### config.mk
export PLATFORM = sky130hd
export DESIGN_NAME = vga_pixfmt
export DESIGN_NICKNAME = d
export VERILOG_FILES = /design/src/rtl/vga_pixfmt_pkg.sv /design/src/rtl/vga_pixfmt_pixexp.sv /design/src/rtl/vga_pixfmt.sv
export SDC_FILE = /design/constraint.sdc
export NUM_CORES = 1
export LEC_CHECK = 0
export ABC_AREA = 1
export CAP_MARGIN = 40
export CORE_ASPECT_RATIO = 1.25
export CORE_UTILIZATION = 25
export DETAILED_ROUTE_END_ITERATION = 8
export DONT_BUFFER_PORTS = 1
export GPL_TIMING_DRIVEN = 0
export PLACE_DENSITY_LB_ADDON = 0.08
export SLEW_MARGIN = 20
export SYNTH_ARGS = -nofsm -noshare
export SYNTH_HDL_FRONTEND = slang
export SYNTH_HIERARCHICAL = 1
export SYNTH_SLANG_ARGS = --single-unit
### constraint.sdc
create_clock -name clk_i -period 3.3 [get_ports clk_i]
set_clock_uncertainty 0.1 [all_clocks]
set_input_delay 0.495 -clock clk_i [delete_from_list [all_inputs] [get_ports clk_i]]
set_output_delay 0.495 -clock clk_i [all_outputs]
set_load 0.005 [all_outputs]
### src/rtl/vga_pixfmt_pkg.sv
// Shared pixel-format codes and helpers for the VGA pixel formatter.
// Mode 3 is reserved and decodes exactly like RGB888 everywhere.
package vga_pixfmt_pkg;

  typedef enum logic [1:0] {
    VGA_MODE_RGB888 = 2'd0,
    VGA_MODE_RGB565 = 2'd1,
    VGA_MODE_RGB332 = 2'd2,
    VGA_MODE_RSVD   = 2'd3
  } vga_mode_e;

  localparam int VGA_PIX_WIDTH = 24;
  localparam int VGA_WORD_WIDTH = 32;

  // Index of the last pixel in a word: ppw-1 for the given format.
  function automatic logic [1:0] idx_last(input logic [1:0] mode);
    logic [1:0] last;
    case (mode)
      VGA_MODE_RGB565: last = 2'd1;
      VGA_MODE_RGB332: last = 2'd3;
      default:         last = 2'd0;
    endcase
    return last;
  endfunction

endpackage

### src/rtl/vga_pixfmt_pixexp.sv
// Pixel selection and RGB888 expansion (MSB replication) from a packed word.
// Purely combinational; the caller chooses the word and the pixel index.
module vga_pixexp
  import vga_pixfmt_pkg::*;
(
  input  logic [1:0]               mode,
  input  logic [VGA_WORD_WIDTH-1:0] word,
  input  logic [1:0]               idx,
  output logic [VGA_PIX_WIDTH-1:0] rgb
);

  logic [15:0] half_sel;
  logic [7:0]  byte_sel;

  always_comb begin
    half_sel = idx[0] ? word[31:16] : word[15:0];
    case (idx)
      2'd0:    byte_sel = word[7:0];
      2'd1:    byte_sel = word[15:8];
      2'd2:    byte_sel = word[23:16];
      default: byte_sel = word[31:24];
    endcase
  end

  always_comb begin
    rgb = word[23:0];
    case (mode)
      VGA_MODE_RGB565: begin
        rgb = {half_sel[15:11], half_sel[15:13],
               half_sel[10:5],  half_sel[10:9],
               half_sel[4:0],   half_sel[4:2]};
      end
      VGA_MODE_RGB332: begin
        rgb = {byte_sel[7:5], byte_sel[7:5], byte_sel[7:6],
               byte_sel[4:2], byte_sel[4:2], byte_sel[4:3],
               {4{byte_sel[1:0]}}};
      end
      default: rgb = word[23:0];
    endcase
  end

endmodule

### src/rtl/vga_pixfmt.sv
// VGA pixel formatter: pops FWFT pixel words, unpacks them to RGB888 and
// registers colour and syncs together so they leave the block aligned.
module vga_pixfmt
  import vga_pixfmt_pkg::*;
#(
  parameter int DW = 32
) (
  input  logic          clk_i,
  input  logic          rst_n_i,
  input  logic          en_i,
  input  logic [1:0]    mode_i,
  input  logic          de_i,
  input  logic          hsync_i,
  input  logic          vsync_i,
  input  logic          vend_i,
  input  logic          fifo_empty_i,
  input  logic [DW-1:0] fifo_data_i,
  output logic          fifo_rd_o,
  output logic [7:0]    red_o,
  output logic [7:0]    green_o,
  output logic [7:0]    blue_o,
  output logic          hsync_o,
  output logic          vsync_o,
  output logic          de_o,
  output logic          underflow_o
);

  logic [1:0]    idx_q, idx_d;
  logic [DW-1:0] word_q, word_d;
  logic [1:0]    mode_q, mode_d;

  logic [VGA_PIX_WIDTH-1:0] pix_q, pix_d;
  logic hsync_q, hsync_d;
  logic vsync_q, vsync_d;
  logic de_q, de_d;
  logic underflow_q, underflow_d;

  logic                     fetch;
  logic                     at_head;
  logic                     pop;
  logic                     underflow;
  logic [DW-1:0]            src_word;
  logic [VGA_PIX_WIDTH-1:0] exp_rgb;

  always_comb begin
    fetch     = en_i && de_i;
    at_head   = (idx_q == 2'd0);
    pop       = fetch && at_head && !fifo_empty_i;
    underflow = fetch && at_head && fifo_empty_i;
    // At the head of a word the pixel comes straight off the FIFO output.
    src_word  = at_head ? fifo_data_i : word_q;
  end

  vga_pixexp u_pixexp (
    .mode (mode_q),
    .word (src_word),
    .idx  (idx_q),
    .rgb  (exp_rgb)
  );

  always_comb begin
    idx_d  = idx_q;
    word_d = word_q;
    mode_d = mode_q;

    if (pop) begin
      word_d = fifo_data_i;
    end

    // Frame end and disable both realign packing and pick up a new format.
    if (!en_i || vend_i) begin
      idx_d  = 2'd0;
      mode_d = mode_i;
    end else if (fetch) begin
      idx_d = (idx_q == idx_last(mode_q)) ? 2'd0 : idx_q + 2'd1;
    end
  end

  always_comb begin
    pix_d       = (fetch && !underflow) ? exp_rgb : '0;
    de_d        = fetch;
    underflow_d = underflow;
    hsync_d     = hsync_i;
    vsync_d     = vsync_i;
  end

  always_ff @(posedge clk_i or negedge rst_n_i) begin
    if (!rst_n_i) begin
      idx_q  <= 2'd0;
      word_q <= '0;
      mode_q <= 2'd0;
    end else begin
      idx_q  <= idx_d;
      word_q <= word_d;
      mode_q <= mode_d;
    end
  end

  always_ff @(posedge clk_i or negedge rst_n_i) begin
    if (!rst_n_i) begin
      pix_q       <= '0;
      hsync_q     <= 1'b0;
      vsync_q     <= 1'b0;
      de_q        <= 1'b0;
      underflow_q <= 1'b0;
    end else begin
      pix_q       <= pix_d;
      hsync_q     <= hsync_d;
      vsync_q     <= vsync_d;
      de_q        <= de_d;
      underflow_q <= underflow_d;
    end
  end

  assign fifo_rd_o   = pop;
  assign red_o       = pix_q[23:16];
  assign green_o     = pix_q[15:8];
  assign blue_o      = pix_q[7:0];
  assign hsync_o     = hsync_q;
  assign vsync_o     = vsync_q;
  assign de_o        = de_q;
  assign underflow_o = underflow_q;

endmodule
==> impl_metrics.csv, run 1 <==
group,metric,value,unit
clocking,ctsRootBufferMaster,"clkbuf_16",
critical_path,worst_path_dominant_cell_family,"buffers and inverters",
synthesis,synthArstFlopShare,1.00,
synthesis,synth-compound-area-share,0.0765,
run,maxCapViolations,0,
global_route,globalRoute.totalOverflow,0,
cells_and_area,n_fill_cell,1606,
placement,estimated_wirelength_of_the_detail_placed_design,8.47,mm
run_status,status,"finished, violations left",
synthesis,synthesis.nets,589,
route,detail-route-antenna-nets,0,
critical_path,critical_path.cell_chain,"inv_1 -> ha_1 -> buf_4 -> inv_2 -> buf_2 -> nand2_1 -> nand2_1 -> inv_1 -> o21ai_0 -> a21oi_1 -> a21oi_1 -> inv_1 -> nor2_1",
placement,place.gp.congestion,0.876,
synthesis,post_synth_and_or_nand_nor_area_fraction,0.382,
clocking,clkLatencyLatePin,0.34,ns
clocking,cts.htree.levels,3,
synthesis,postSynth.topFlopCell,"dfrtp_1",
route,met3WireLength,575,um
critical_path,worst-path-stages,13,
floorplanning,die_y,139,um
critical_path,critical-path-slowest-cell,"dfrtp_1",
timing,tns,0,ns
synthesis,synth-xor-area-share,0,
timing,worstMarginPinSlew,0.513,ns
global_route,grt_pass1_wl,18.1,mm
cells_and_area,antenna-diode-count,0,
timing,worst_slack,0.776,ns
clocking,worst_setup_hold_path_clk_slew,0.05,ns
global_route,number_of_global_route_vias_before_repair,3227,
floorplanning,floorplan.io_pins,71,
cells_and_area,final_net_count,602,
global_route,grtUsageTotal,0.156,
cells_and_area,drive_above_1_share,0.103,
synthesis,biggest_area_consumer_among_synthesized_cells,"dfrtp_1",
floorplanning,placeableCoreArea,14500,um2
placement,portBuffers,0,
critical_path,rr_worst_depth,13,
critical_path,worst-path-buf-inv,6,
synthesis,synthCells,543,
floorplanning,num_rows,49,
route,drt-initial-drc-count,171,
worst_hold_path,min_path_cells,0,
synthesis,synth-seq-cells,64,
cells_and_area,area_growth_syn_to_layout,15.0,%
pwr,cellLeakagePower,2.37,nW
floorplanning,floorplan.initialDensity,0.258,
pwr,power.density_cell_area,550,nW/um2
clocking,post_cts_resize_count,0,
critical_path,path_class,"reg2reg",
floorplanning,die_x,111,um
critical_path,critPathMaxStageDelay,0.53,ns
route,avgRoutedWirePerCell,15.4,um
clocking,cts_made_buffers,9,
clocking,number_of_buffers_inserted_for_hold_repair_after_clock_tree_synthesis,2,
timing,timing.final.crit_period,2.52,ns
synthesis,post_synth_num_cell_types,29,
worst_hold_path,min-delay-start,"hsync_i",
synthesis,synth_edf_count,0,
route,drc,6,
timing,worst_slew_margin_rel,0.658,
synthesis,synth.avg_cell_area,6.89,um2
worst_hold_path,min_path_type,"in2reg",
critical_path,timing.critical_path.fanout_max,10,
placement,preCtsSetupSlack,0.753,ns
synthesis,yosys.area_share.adder,0.0134,
cells_and_area,multi_input_comb_area,1770,um2
placement,dp_cells,721,
run_status,violations_in_the_final_reports,"DRC",
route,wl_met2,5.42,mm
route,maxUsedRoutingLayer,"met4",
timing,maxSlewViolCount,0,
clocking,cts_num_sinks,64,
global_route,grt_start_max_net_pins,65,
cells_and_area,final-instance-count-excl-fill,739,
cells_and_area,seqCellArea,1600,um2
synthesis,ys_warns,6,
synthesis,synth_top_area_share,0.428,
route,met1_length,5.08,mm
timing,timing.hold.ws,0.0803,ns
critical_path,critical_path.reg2reg.startpoint,"idx_q[1]$_DFFE_PN0P_",
pwr,peakVddDrop,191,uV
clocking,clk_path_buf_depth,2,
synthesis,muxShareOfSynthArea,0,
timing,final_hold_viol_count,0,
critical_path,startpoint_type,"flip-flop",
timing,setup_violations,0,
critical_path,cp_data_arrival_time,2.69,ns
critical_path,critPathRequiredTime,3.47,ns
timing,unrepaired_setup_endpoints_after_global_routing,"no",
route,first_pass_iters,9,
timing,clock.fmax,0.396,GHz
clocking,tritoncts_clock_tree,"built",
synthesis,synth_seq_area_share,0.428,
critical_path,path_common_cell,"inv_1",
route,routed_via_density,4.49,
synthesis,dominant_combinational_cell_family_by_area_after_synthesis,"simple AND/OR/NAND/NOR gates",
clocking,post_cts.repair.setup_buffers,0,
synthesis,synth.most_common_cell,"nand2_1",
route,finalWirelength,11.4,mm
synthesis,synthesis.area,3740,um2
route,count_of_vias_placed_by_the_detailed_router,3315,
synthesis,synthTopCellsByArea,"dfrtp_1, nand2_1, nor2_1",
worst_hold_path,hold-path-endpoint,"hsync_o$_DFF_PN0_",
critical_path,critical_path.reg2reg.endpoint,"pix_q[10]$_DFF_PN0_",
global_route,antenna_violations_before_repair,0,
critical_path,endpoint_kind,"flip-flop",
pwr,fin_total_pwr,2.37,mW
timing,timing.final.crit_share,0.765,
synthesis,synth_top_cells_by_count,"nand2_1, dfrtp_1, nor2_1, inv_1, a21oi_1",
critical_path,setup.reg_to_reg.worst_slack,0.78,ns
floorplanning,design.die.area,15500,um2
## state kept, by name, indices dropped and copies added, names as in the netlist
register and cells:
vsync_o 1, word_q 32, de_o 1, hsync_o 1, idx_q 2, underflow_o 1, mode_q 2, pix_q 24
## how the worst max path moves through the flow
stage | start | end | slack [ns]
after floorplan | idx_q[1]$_DFFE_PN0P_ | pix_q[5]$_DFF_PN0_ | 1.29
after global placement | idx_q[1]$_DFFE_PN0P_ | pix_q[13]$_DFF_PN0_ | 0.78
after global routing | idx_q[1]$_DFFE_PN0P_ | pix_q[23]$_DFF_PN0_ | 0.49
after CTS | idx_q[1]$_DFFE_PN0P_ | pix_q[13]$_DFF_PN0_ | 0.73
after detailed placement | idx_q[1]$_DFFE_PN0P_ | pix_q[13]$_DFF_PN0_ | 0.75
final | idx_q[1]$_DFFE_PN0P_ | pix_q[10]$_DFF_PN0_ | 0.78
## area by class of cell
class	instances	area share
multi-input combinational	405	0.410
sequential	64	0.372
clock buffer	13	0.0605
tap	178	0.0517
buffer	25	0.0436
inverter	49	0.0436
clock inverter	3	0.00930
timing repair buffer	2	0.00872
## per-layer routing
metal	GRT usage	vias up
met5	0	-
met4	0.0775	0
met3	0.0345	23
met2	0.246	96
met1	0.201	1520
li1	-	1676
## cells by family after synthesis
family	after synthesis
simple gates	350
buf+inv	74
flops	64
compound gates	51
fa+ha+maj	4
## metrics by stage
step	util	instance area (um2)
6_report	0.296	4300
5_1_grt	0.296	4300
4_1_cts	0.296	4300
3_5_place_dp	0.273	3970
3_3_place_gp	0.273	3970
2_1_floorplan	-	3740
## where the power goes
part           leakage [nW]  switching, mW  total, mW  internal (mW)
Sequential            0.830         0.0498      0.930          0.880
Clock                 0.150          0.339      0.962          0.623
Combinational          1.39          0.321      0.476          0.155
## placed cells by master, fill, tap and decap left out, types with 2 or more instances in the layout
cell	Yosys	layout
clkinv_2	1	3
nand2_1	271	271
a21oi_1	33	33
dfrtp_1	64	64
o21ai_0	10	10
nor2_1	46	46
buf_6	9	9
clkbuf_16	0	9
buf_2	6	6
nand3_4	2	2
nand2_2	11	11
a22oi_1	2	2
inv_1	43	43
nand4_1	4	4
buf_4	2	2
inv_2	3	3
a22oi_2	2	2
nand3_1	11	11
o21ai_1	3	3
ha_1	4	4
clkbuf_1	7	9
clkbuf_8	0	2
Note: power is estimated with default switching activity, not from simulation.
==> run 2, diff against run 1 <==
Clock period 3.3 ns to 2.4 ns, I/O delays scaled along.
==> run 2 against run 1 <==
The run still ends with DRC left. Routed wire length unchanged. Register-to-register slack worse by 0.57 ns. Via count shrank 0.39%. Critical endpoint is now pix_q[15]$_DFF_PN0_. Design area is 2.1% higher. First-iteration DRC count grew 29%. Critical path depth rose by 2. Non-clock buffer count up 4.
==> impl_metrics.csv, run 2 (synthesized netlist as in run 1, its figures left out) <==
group,metric,value,unit
pwr,cellLeakagePower,2.39,nW
run_status,status,"finished, violations left",
pwr,power.density_cell_area,747,nW/um2
route,detail-route-antenna-nets,0,
placement,portBuffers,0,
critical_path,setup.reg_to_reg.worst_slack,0.20,ns
route,first_pass_iters,6,
floorplanning,die_x,111,um
clocking,worst_setup_hold_path_clk_slew,0.05,ns
global_route,grt_start_max_net_pins,65,
clocking,clk_path_buf_depth,2,
clocking,ctsRootBufferMaster,"clkbuf_16",
run,maxCapViolations,0,
worst_hold_path,min_path_cells,2,
critical_path,cp_data_arrival_time,2.33,ns
global_route,antenna_violations_before_repair,0,
floorplanning,die_y,139,um
timing,worst_slew_margin_rel,0.631,
clocking,cts_made_buffers,9,
critical_path,worst-path-buf-inv,5,
timing,maxSlewViolCount,0,
floorplanning,placeableCoreArea,14500,um2
cells_and_area,largest_register_by_flop_count,"word_q",
timing,timing.final.crit_period,2.20,ns
floorplanning,floorplan.initialDensity,0.258,
timing,worstMarginPinSlew,0.554,ns
cells_and_area,layout.cells.most_common,"nand2_1",
critical_path,critPathRequiredTime,2.53,ns
cells_and_area,drive_above_1_share,0.131,
placement,place.gp.congestion,0.876,
critical_path,critical_path.reg2reg.endpoint,"pix_q[15]$_DFF_PN0_",
worst_hold_path,min-delay-start,"fifo_data_i[22]",
cells_and_area,largest_register_ff_count,32,
critical_path,path_class,"reg2reg",
cells_and_area,final_net_count,606,
timing,timing.final.crit_share,0.916,
critical_path,path_common_cell,"nand2_1",
worst_hold_path,min_path_type,"in2reg",
floorplanning,num_rows,49,
critical_path,worst_path_dominant_cell_family,"simple AND/OR/NAND/NOR gates",
pwr,fin_total_pwr,3.28,mW
cells_and_area,commonest_cells_after_routing_fill_and_taps_aside,"nand2_1, dfrtp_1, nor2_1, inv_1, a21oi_1",
critical_path,critical-path-slowest-cell,"dfrtp_2",
route,avgRoutedWirePerCell,15.4,um
worst_hold_path,hold-path-endpoint,"word_q[22]$_DFFE_PN0P_",
timing,timing.hold.ws,0.0279,ns
clocking,tritoncts_clock_tree,"built",
placement,estimated_wirelength_of_the_detail_placed_design,8.47,mm
floorplanning,design.die.area,15500,um2
global_route,globalRoute.totalOverflow,0,
route,drt-initial-drc-count,220,
cells_and_area,n_fill_cell,1598,
critical_path,critical_path.reg2reg.startpoint,"idx_q[0]$_DFFE_PN0P_",
clocking,clkLatencyLatePin,0.34,ns
critical_path,startpoint_type,"flip-flop",
critical_path,rr_worst_depth,15,
pwr,peakVddDrop,263,uV
critical_path,critPathMaxStageDelay,0.43,ns
clocking,cts.htree.levels,3,
timing,clock.fmax,0.455,GHz
route,count_of_vias_placed_by_the_detailed_router,3302,
cells_and_area,antenna-diode-count,0,
timing,setup_violations,0,
clocking,cts_num_sinks,64,
timing,final_hold_viol_count,0,
critical_path,timing.critical_path.fanout_max,10,
route,routed_via_density,4.44,
cells_and_area,largest_registers,"word_q: 32 flops, pix_q: 24 flops",
critical_path,endpoint_kind,"flip-flop",
route,finalWirelength,11.4,mm
cells_and_area,fin_util,0.302,
run_status,violations_in_the_final_reports,"DRC",
global_route,number_of_global_route_vias_before_repair,3232,
floorplanning,floorplan.io_pins,71,
global_route,grt_pass1_wl,18.2,mm
route,drc,6,
cells_and_area,area_growth_syn_to_layout,17.4,%
global_route,grtUsageTotal,0.157,
critical_path,critical_path.cell_chain,"inv_1 -> ha_1 -> buf_6 -> inv_4 -> buf_4 -> nand2_1 -> nand2_1 -> nand3_1 -> nand2_1 -> o21ai_2 -> nand2_1 -> nand2_1 -> nand2_1 -> inv_1 -> nor2_1",
[run 2: cell count changes in the layout (fill, tap and decap cells not counted), sizes merged]
| cell | delta |
|---|---|
| buf | +5 |
| clkbuf | -3 |
| dlygate4sd3 | +2 |
[run 2: power breakdown]
group          internal, mW  total (mW)  switching (mW)
Combinational         0.228       0.679           0.451
Clock                 0.857        1.33           0.468
Sequential             1.21        1.28          0.0678
Total                  2.29        3.28           0.987
[run 2: worst reg2reg max path, stage by stage, from the launching register on]
cell and delay (ns):
dfrtp_2 0.43, inv_1 0.08, ha_1 0.16, buf_6 0.16, inv_4 0.08, buf_4 0.18
nand2_1 0.06, nand2_1 0.14, nand3_1 0.13, nand2_1 0.06, o21ai_2 0.20, nand2_1 0.07
nand2_1 0.08, nand2_1 0.07, inv_1 0.05, nor2_1 0.04
[run 2: repair_timing]
item                       4_1_cts  5_1_grt
resized for setup                8       15
hold buffers                     4        0
setup buffers                    0        2
setup endpoints to repair       23       23
hold endpoints to repair        66        0
[run 2: layout make-up]
class	instances	area, um2	area share
flip-flops and latches	64	1600	0.365
repair buffers	6	72.6	0.0165
plain buffers	25	206	0.0470
well taps	178	223	0.0507
clock inverters	3	40.0	0.00911
inverters	49	190	0.0433
multi-input cells	405	1800	0.409
clock buffers	13	260	0.0592
[run 2: per-stage QoR]
stage                     TNS, ns  instances  instance area (um2)  setup WS, ns
after floorplan                 0        543                 3740         0.394
after global placement      -1.31        721                 3970        -0.123
after detailed placement    -1.51        721                 3970        -0.147
after CTS                       0        741                 4340       0.00761
after global routing      -0.0157        743                 4390       -0.0157
final                           0        743                 4390         0.202
[run 2: layer usage]
metal  wire, um  up-vias  part of all wire  GRT usage
met3        682       20             0.060     0.0345
met1       4990     1487              0.44      0.201
li1           -     1686                 -          -
met2       5430      109              0.48      0.248
met5          0        -                 0          0
met4        309        0             0.027     0.0775
[run 2: worst max-delay path by stage]
| stage | to | from | slack (ns) | depth (start not counted) |
|---|---|---|---|---|
| global route | pix_q[10]$_DFF_PN0_ | idx_q[0]$_DFFE_PN0P_ | -0.02 | 12 |
| detailed placement | pix_q[13]$_DFF_PN0_ | idx_q[1]$_DFFE_PN0P_ | -0.15 | 13 |
| CTS | pix_q[10]$_DFF_PN0_ | idx_q[1]$_DFFE_PN0P_ | 0.008 | 13 |
| global placement | pix_q[13]$_DFF_PN0_ | idx_q[1]$_DFFE_PN0P_ | -0.12 | 13 |
| floorplan | pix_q[5]$_DFF_PN0_ | idx_q[1]$_DFFE_PN0P_ | 0.39 | 13 |
| finish | pix_q[15]$_DFF_PN0_ | idx_q[0]$_DFFE_PN0P_ | 0.20 | 15 |
